==> src/rtl/bcd_digit_splitter.sv <==
// bcd_digit_splitter: sequential binary-to-BCD converter feeding the two
// 7-segment digit decoders. A captured value (clamped to CLAMP_MAX) is run
// through WIDTH shift-add-3 iterations. The finished tens and ones digits are
// then registered onto the outputs together with a one-cycle o_Done pulse.
//
//   state   | meaning
//   --------+--------------------------------------------------------------
//   S_IDLE  | waiting for i_Start; outputs hold the last converted result
//   S_SHIFT | one add-3 + shift iteration per clock, WIDTH iterations total
//   S_DONE  | copy nibbles/overflow to outputs, pulse o_Done, back to idle

module bcd_digit_splitter #(
    parameter int WIDTH     = 7,
    parameter int CLAMP_MAX = 99
) (
    input  logic             i_Clk,
    input  logic             i_Rst_L,
    input  logic             i_Start,
    input  logic [WIDTH-1:0] i_Value,
    output logic             o_Busy,
    output logic             o_Done,
    output logic [6:0]       o_Tens,
    output logic [6:0]       o_Ones,
    output logic             o_Overflow
);

    typedef enum logic [1:0] {
        S_IDLE  = 2'd0,
        S_SHIFT = 2'd1,
        S_DONE  = 2'd2
    } state_t;

    localparam int CNT_W = (WIDTH > 1) ? $clog2(WIDTH) : 1;
    localparam logic [WIDTH-1:0] CLAMP_VAL = WIDTH'(CLAMP_MAX);
    localparam logic [CNT_W-1:0] LAST_CNT  = CNT_W'(WIDTH - 1);

    state_t             state;
    logic [CNT_W-1:0]   iter_cnt;
    logic [WIDTH-1:0]   bin_reg;
    logic [3:0]         tens_nib;
    logic [3:0]         ones_nib;
    logic               ovf_latch;

    logic               value_ovf;
    logic [WIDTH-1:0]   value_clamped;
    logic [3:0]         tens_adj;
    logic [3:0]         ones_adj;
    logic [WIDTH+7:0]   shifted;

    // Clamp the incoming value and flag when clamping was needed.
    always_comb begin
        value_ovf     = (i_Value > CLAMP_VAL);
        value_clamped = value_ovf ? CLAMP_VAL : i_Value;
    end

    // One double-dabble step: correct nibbles >= 5, then shift the whole
    // {tens, ones, bin} chain left so the binary MSB enters the ones LSB.
    always_comb begin
        tens_adj = (tens_nib >= 4'd5) ? (tens_nib + 4'd3) : tens_nib;
        ones_adj = (ones_nib >= 4'd5) ? (ones_nib + 4'd3) : ones_nib;
        shifted  = {tens_adj, ones_adj, bin_reg} << 1;
    end

    // Conversion controller; all outputs are registered here.
    always_ff @(posedge i_Clk or negedge i_Rst_L) begin
        if (!i_Rst_L) begin
            state      <= S_IDLE;
            iter_cnt   <= '0;
            bin_reg    <= '0;
            tens_nib   <= '0;
            ones_nib   <= '0;
            ovf_latch  <= 1'b0;
            o_Busy     <= 1'b0;
            o_Done     <= 1'b0;
            o_Tens     <= '0;
            o_Ones     <= '0;
            o_Overflow <= 1'b0;
        end else begin
            o_Done <= 1'b0;
            case (state)
                S_IDLE: begin
                    if (i_Start) begin
                        bin_reg   <= value_clamped;
                        ovf_latch <= value_ovf;
                        tens_nib  <= '0;
                        ones_nib  <= '0;
                        iter_cnt  <= '0;
                        o_Busy    <= 1'b1;
                        state     <= S_SHIFT;
                    end
                end

                S_SHIFT: begin
                    tens_nib <= shifted[WIDTH+7:WIDTH+4];
                    ones_nib <= shifted[WIDTH+3:WIDTH];
                    bin_reg  <= shifted[WIDTH-1:0];
                    iter_cnt <= iter_cnt + 1'b1;
                    if (iter_cnt == LAST_CNT) begin
                        state <= S_DONE;
                    end
                end

                S_DONE: begin
                    o_Tens     <= {3'b000, tens_nib};
                    o_Ones     <= {3'b000, ones_nib};
                    o_Overflow <= ovf_latch;
                    o_Done     <= 1'b1;
                    o_Busy     <= 1'b0;
                    state      <= S_IDLE;
                end

                default: begin
                    o_Busy <= 1'b0;
                    state  <= S_IDLE;
                end
            endcase
        end
    end

endmodule
==> config.mk <==
export PLATFORM = sky130hd
export DESIGN_NAME = bcd_digit_splitter
export DESIGN_NICKNAME = d
export VERILOG_FILES = /design/src/rtl/bcd_digit_splitter.sv
export SDC_FILE = /design/constraint.sdc
export NUM_CORES = 1
export LEC_CHECK = 0
export BUFFER_PORTS_ARGS = -buffer_cell sky130_fd_sc_hd__buf_2
export CORE_MARGIN = 3
export CORE_UTILIZATION = 55
export DETAILED_ROUTE_END_ITERATION = 10
export PLACE_DENSITY = 0.83
export SKIP_LAST_GASP = 1
export SYNTH_ARGS = -nofsm -noshare
export SYNTH_HDL_FRONTEND = slang
export SYNTH_SLANG_ARGS = --single-unit
==> constraint.sdc <==
create_clock -name i_Clk -period 4.2 [get_ports i_Clk]
set_input_delay 0.84 -clock i_Clk [delete_from_list [all_inputs] [get_ports i_Clk]]
set_output_delay 0.84 -clock i_Clk [all_outputs]
set_load 0.02 [all_outputs]
* Yosys cells after proc, flatten, opt, wreduce, memory -nomap -nowiden
Cells that the tools add are included.
Cells by class: add/sub/neg operators 3, order comparisons 3, equal/unequal tests 5, multiplexer cells 16, bitwise operators 1, reductions and logical operators 6
Operators with widths (count):
- 4-bit one-hot mux with 2 select lines | 2
- 7-bit two-way mux | 2
- 7-bit one-hot mux with 2 select lines | 1
- 4-bit by 3-bit >= comparator with 1-bit output (second input constant) | 2
- 4-bit two-way mux | 2
- 2-bit AND reduction | 4
- 7-bit > comparator (second input constant) | 1
- 3-bit two-way mux | 2
- 3-bit one-hot mux with 2 select lines | 1
- 4-bit by 2-bit adder with 4-bit output (second input constant) | 1
- 2-bit two-way mux | 2
- 2-bit inequality test (second input constant) | 2
- 2-bit one-hot mux with 2 select lines | 1
- 3-bit by 1-bit adder with 3-bit output (second input constant) | 1
- 3-bit by 2-bit adder with 3-bit output (second input constant) | 1
- 3-bit equality test (second input constant) | 1
- 2-bit by 1-bit equality test with 1-bit output (second input constant) | 1
- 2-bit equality test (second input constant) | 1
- 2-bit logical NOT | 1
- 1-bit two-way mux | 2
- 1-bit one-hot mux with 2 select lines | 1
- 2-bit nonzero test | 1
- 1-bit inverter | 1
Storage, ports and cells: register bits 32, input port bits 10, output and inout port bits 17, logic and storage cells 45

* Longest topological paths before layout
word-level depth 4, mapped depth 6, depth with buffers taken out 6

* Worst setup path after synthesis
Ideal clock, no wire load.
kind input to register, from in i_Start, to reg ovf_latch, library setup time 0.125 ns, data arrival time 1.530 ns, data required time 4.075 ns, setup slack 2.545 ns, stages 2, path buffers 0, cell sequence or3b_4 mux2_4
On the way: word-level cells in the longest chain between the ends 1
Ends and longest elaborated chain:
- start: declaration | RTL line 18 | input logic i_Start,
- 2-bit AND reduction (no source line)
- end signal: assignment | RTL line 84 | ovf_latch <= value_ovf;
- end: declaration | RTL line 42 | logic ovf_latch;
No other way between the ends. A chain may end at the register's enable or synchronous reset.

* Worst setup path in the final report
from reg o_Busy, to out o_Busy
RTL lines:
- start: declaration | RTL line 20 | output logic o_Busy,
- start signal: assignment | RTL line 73 | o_Busy <= 1'b0;
- start signal: assignment | RTL line 88 | o_Busy <= 1'b1;
- start signal: assignment | RTL line 108 | o_Busy <= 1'b0;
No word-level cell between the ends.

==> out/results.tsv <==
metric	value	unit
result of the run	finished, final reports clean	
remaining global-route overflow	0	
Yosys reg bits	32	
tightest slew margin relative to the limit	54.15	%
sink count of the clock tree	32	
routability-driven placement congestion ratio	0.8191	
quantity of hold-fixing buffers added after cts	0	
count of nets left with antenna violations after detail routing	0	
synthesized instance count	135	
pwr dens	697.7	nW/um2
number of setup buffers added after CTS	0	
effective utilization at floorplan	58.48	%
largest cells by area after synthesis	dfrtp_1 54%, ha_1 5.1%, o21ai_0 4.1%	
initial antenna violation count	0	
clock tree from TritonCTS	done	
area fraction of the dominant cell type after synthesis	54.28	%
wire length of the first global-routing pass	4250	um
count of input and output buffers	20	
largest stage delay on the critical path	0.39	ns
accumulated negative setup slack	0	ns
die outline width	57.79	um
Gates resized, CTS repair	0	
setup slack after placement	2.367	ns
delay-heaviest family, CP	flip-flops	
fraction of layout cells with a size suffix above 1	23.27	%
required time of the worst setup path	3.36	ns
highest-delay cell along the critical path	dfrtp_1	
CTS HTree Levels	2	
buffers plus inverters on the worst setup path	1	
vertical die dimension	57.79	um
highest ir drop seen on vdd	0.4354	mV
Final setup viols	0	
Clock Path Buffers	2	
number of cell rows	18	
number of flops mapped to enable cells by yosys	0	
DP Area	1567	um2
minimum clock period	1.721	ns
kind of end point of the critical path	primary output	
total number of yosys warnings	0	
Core Region	2522	um2
CP cell instances	buf_2	
Syn-to-layout area delta	10.18	%
Layout Cell Area excl Fill	1625	um2
endpoints failing hold	0	
mean cell area of the mapped netlist	10.93	um2
total number of vias	1047	
final worst-path setup slack	2.479	ns
library cell occupying the most area in the post-synthesis netlist	dfrtp_1	
Worst Hold Launch	o_Tens[1]	
share of async-settable or async-resettable flops after synthesis	100.0	%
Net count, final	174	
type of element launching the critical path	flip-flop	
sequential cell area fraction in the yosys report	54.28	%
fill cell count	204	
library cell used as clock root buffer	clkbuf_4	
leakage power summed over all cells	0.8307	nW
type of the worst setup path	reg2out	
type of the worst min-delay path	reg2reg	
Highest Clock Rate	581.1	MHz
number of unique standard cell types used by synthesis	30	
clock insertion delay at the later pin of the skew report	0.33	ns
CTS buffer count	5	
number of global-route vias before repair	977	
clock transition time at the flip-flop clock pins of the worst setup and hold paths	0.09	ns
core occupancy in the finished layout	64.43	%
share of the clock period used by the worst path	40.97	%
vias per inst	5.540	
DRC violation total after the first TritonRoute iteration	37	
Antenna diodes	0	
RSZ-0062 raised after global routing	false	
DRT Pass-1 Iters	4	
number of top-level design ports	27	
Critical path origin	o_Busy	
Die Footprint	3340	um2
final-report max-slew violation count	0	
Reg2Reg Launch Point	ones_nib[0]	
routed length per instance	13.22	um
Max Clock Skew	0.004353	ns
cell area after synthesis	1475	um2
max reg flops	7	
number of remaining DRC errors	0	
worst slew pin tran	0.6878	ns
max-cap violations	0	
gr usage total	17.27	%
maximum number of pins on one net before global-route repair	33	
sum of routed wire length over all layers	2499	um
worst endpoint data arrival time	0.88	ns
HPWL after detailed placement	1776	um
main flop type after synthesis	dfrtp_1	
crit-path max FO	2	
metrics by stage:
step / hold WS, ns / power (mW) / cells
final: 0.4804 / 1.134 / 189
after global placement: 0.4562 / 0.9353 / 181
after floorplan: 0.4505 / 0.8488 / 140
after detailed placement: 0.4657 / 0.9614 / 181
after CTS: 0.4878 / 1.146 / 189
after global routing: 0.5117 / 1.230 / 189
synth_stat cells, types with 2 or more instances:
cell,n
nand2b_1,3
buf_4,8
o22ai_1,6
a31oi_1,2
ha_1,6
a21oi_1,5
inv_1,11
mux2_2,5
nor2_2,2
o21ai_0,12
nor3_1,2
dfrtp_1,32
nor2_1,7
o31ai_1,2
xnor2_1,2
a222oi_1,3
a32o_1,2
nand2_1,13
cell families (layout without fill, tap and decap cells):
group,Yosys count,count (layout),share of synthesized area [%]
buf+inv,20,39,7.209
other cells,1,6,0.2542
compound gates,37,37,17.22
flops,32,32,54.28
simple gates,31,31,9.924
mux,6,6,4.834
fa+ha+maj,6,6,5.089
xor+xnor,2,2,1.188
path summary, 6_finish.rpt:
| kind | to | slack [ns] | depth (start not counted) |
|---|---|---|---|
| worst max register to register | ones_nib[2] | 2.67 | 6 |
| max in group asynchronous | ones_nib[1] | 3.22 | 1 |
| worst min-delay path | o_Tens[1] | 0.48 | 2 |
| min in group asynchronous | tens_nib[1] | 0.54 | 1 |
| worst min register to register | o_Tens[1] | 0.48 | 2 |
| worst max-delay path | o_Busy | 2.48 | 1 |
power breakdown:
part,switching [mW],internal [mW],leakage [nW]
combinational,0.257,0.188,0.386
sequential,0.0820,0.423,0.412
clock,0.100,0.0825,0.0326
total,0.440,0.694,0.831
cells in the final DEF (no fill, tap or decap), types with 3 or more instances in the layout:
cell,n
a222oi_1,3
conb_1,6
inv_1,11
nor2_1,7
o22ai_1,6
nand2_1,13
o21ai_0,12
dfrtp_1,32
mux2_2,5
clkbuf_4,5
a21oi_1,5
buf_2,20
ha_1,6
nand2b_1,3
metal layers:
| layer | part of all wire, % | routed length [um] | vias to the layer above | track usage, % |
|---|---|---|---|---|
| li1 | - | - | 515 | - |
| met3 | 6.2 | 154 | 7 | 4.677 |
| met1 | 44 | 1109 | 490 | 21.32 |
| met5 | 0 | 0 | - | 0 |
| met2 | 46 | 1155 | 35 | 26.77 |
| met4 | 3.2 | 79 | 0 | 10.93 |
worst min-delay path, delay by kind of cell (launching register included):
family	cells	cell delay [ns]
AO/OA/AOI/OAI	1	0.06
flip-flops	1	0.35
AND/OR/NAND/NOR	1	0.04
area by class of cell:
| class | count | area (um2) | area share, % |
|---|---|---|---|
| sequential | 32 | 800.8 | 49.27 |
| tap | 30 | 37.54 | 2.309 |
| inverter | 11 | 41.29 | 2.540 |
| multi-input combinational | 88 | 586.8 | 36.10 |
| clock buffer | 8 | 58.81 | 3.618 |
| timing repair buffer | 20 | 100.1 | 6.159 |
Power figures use the tool's default switching activity.
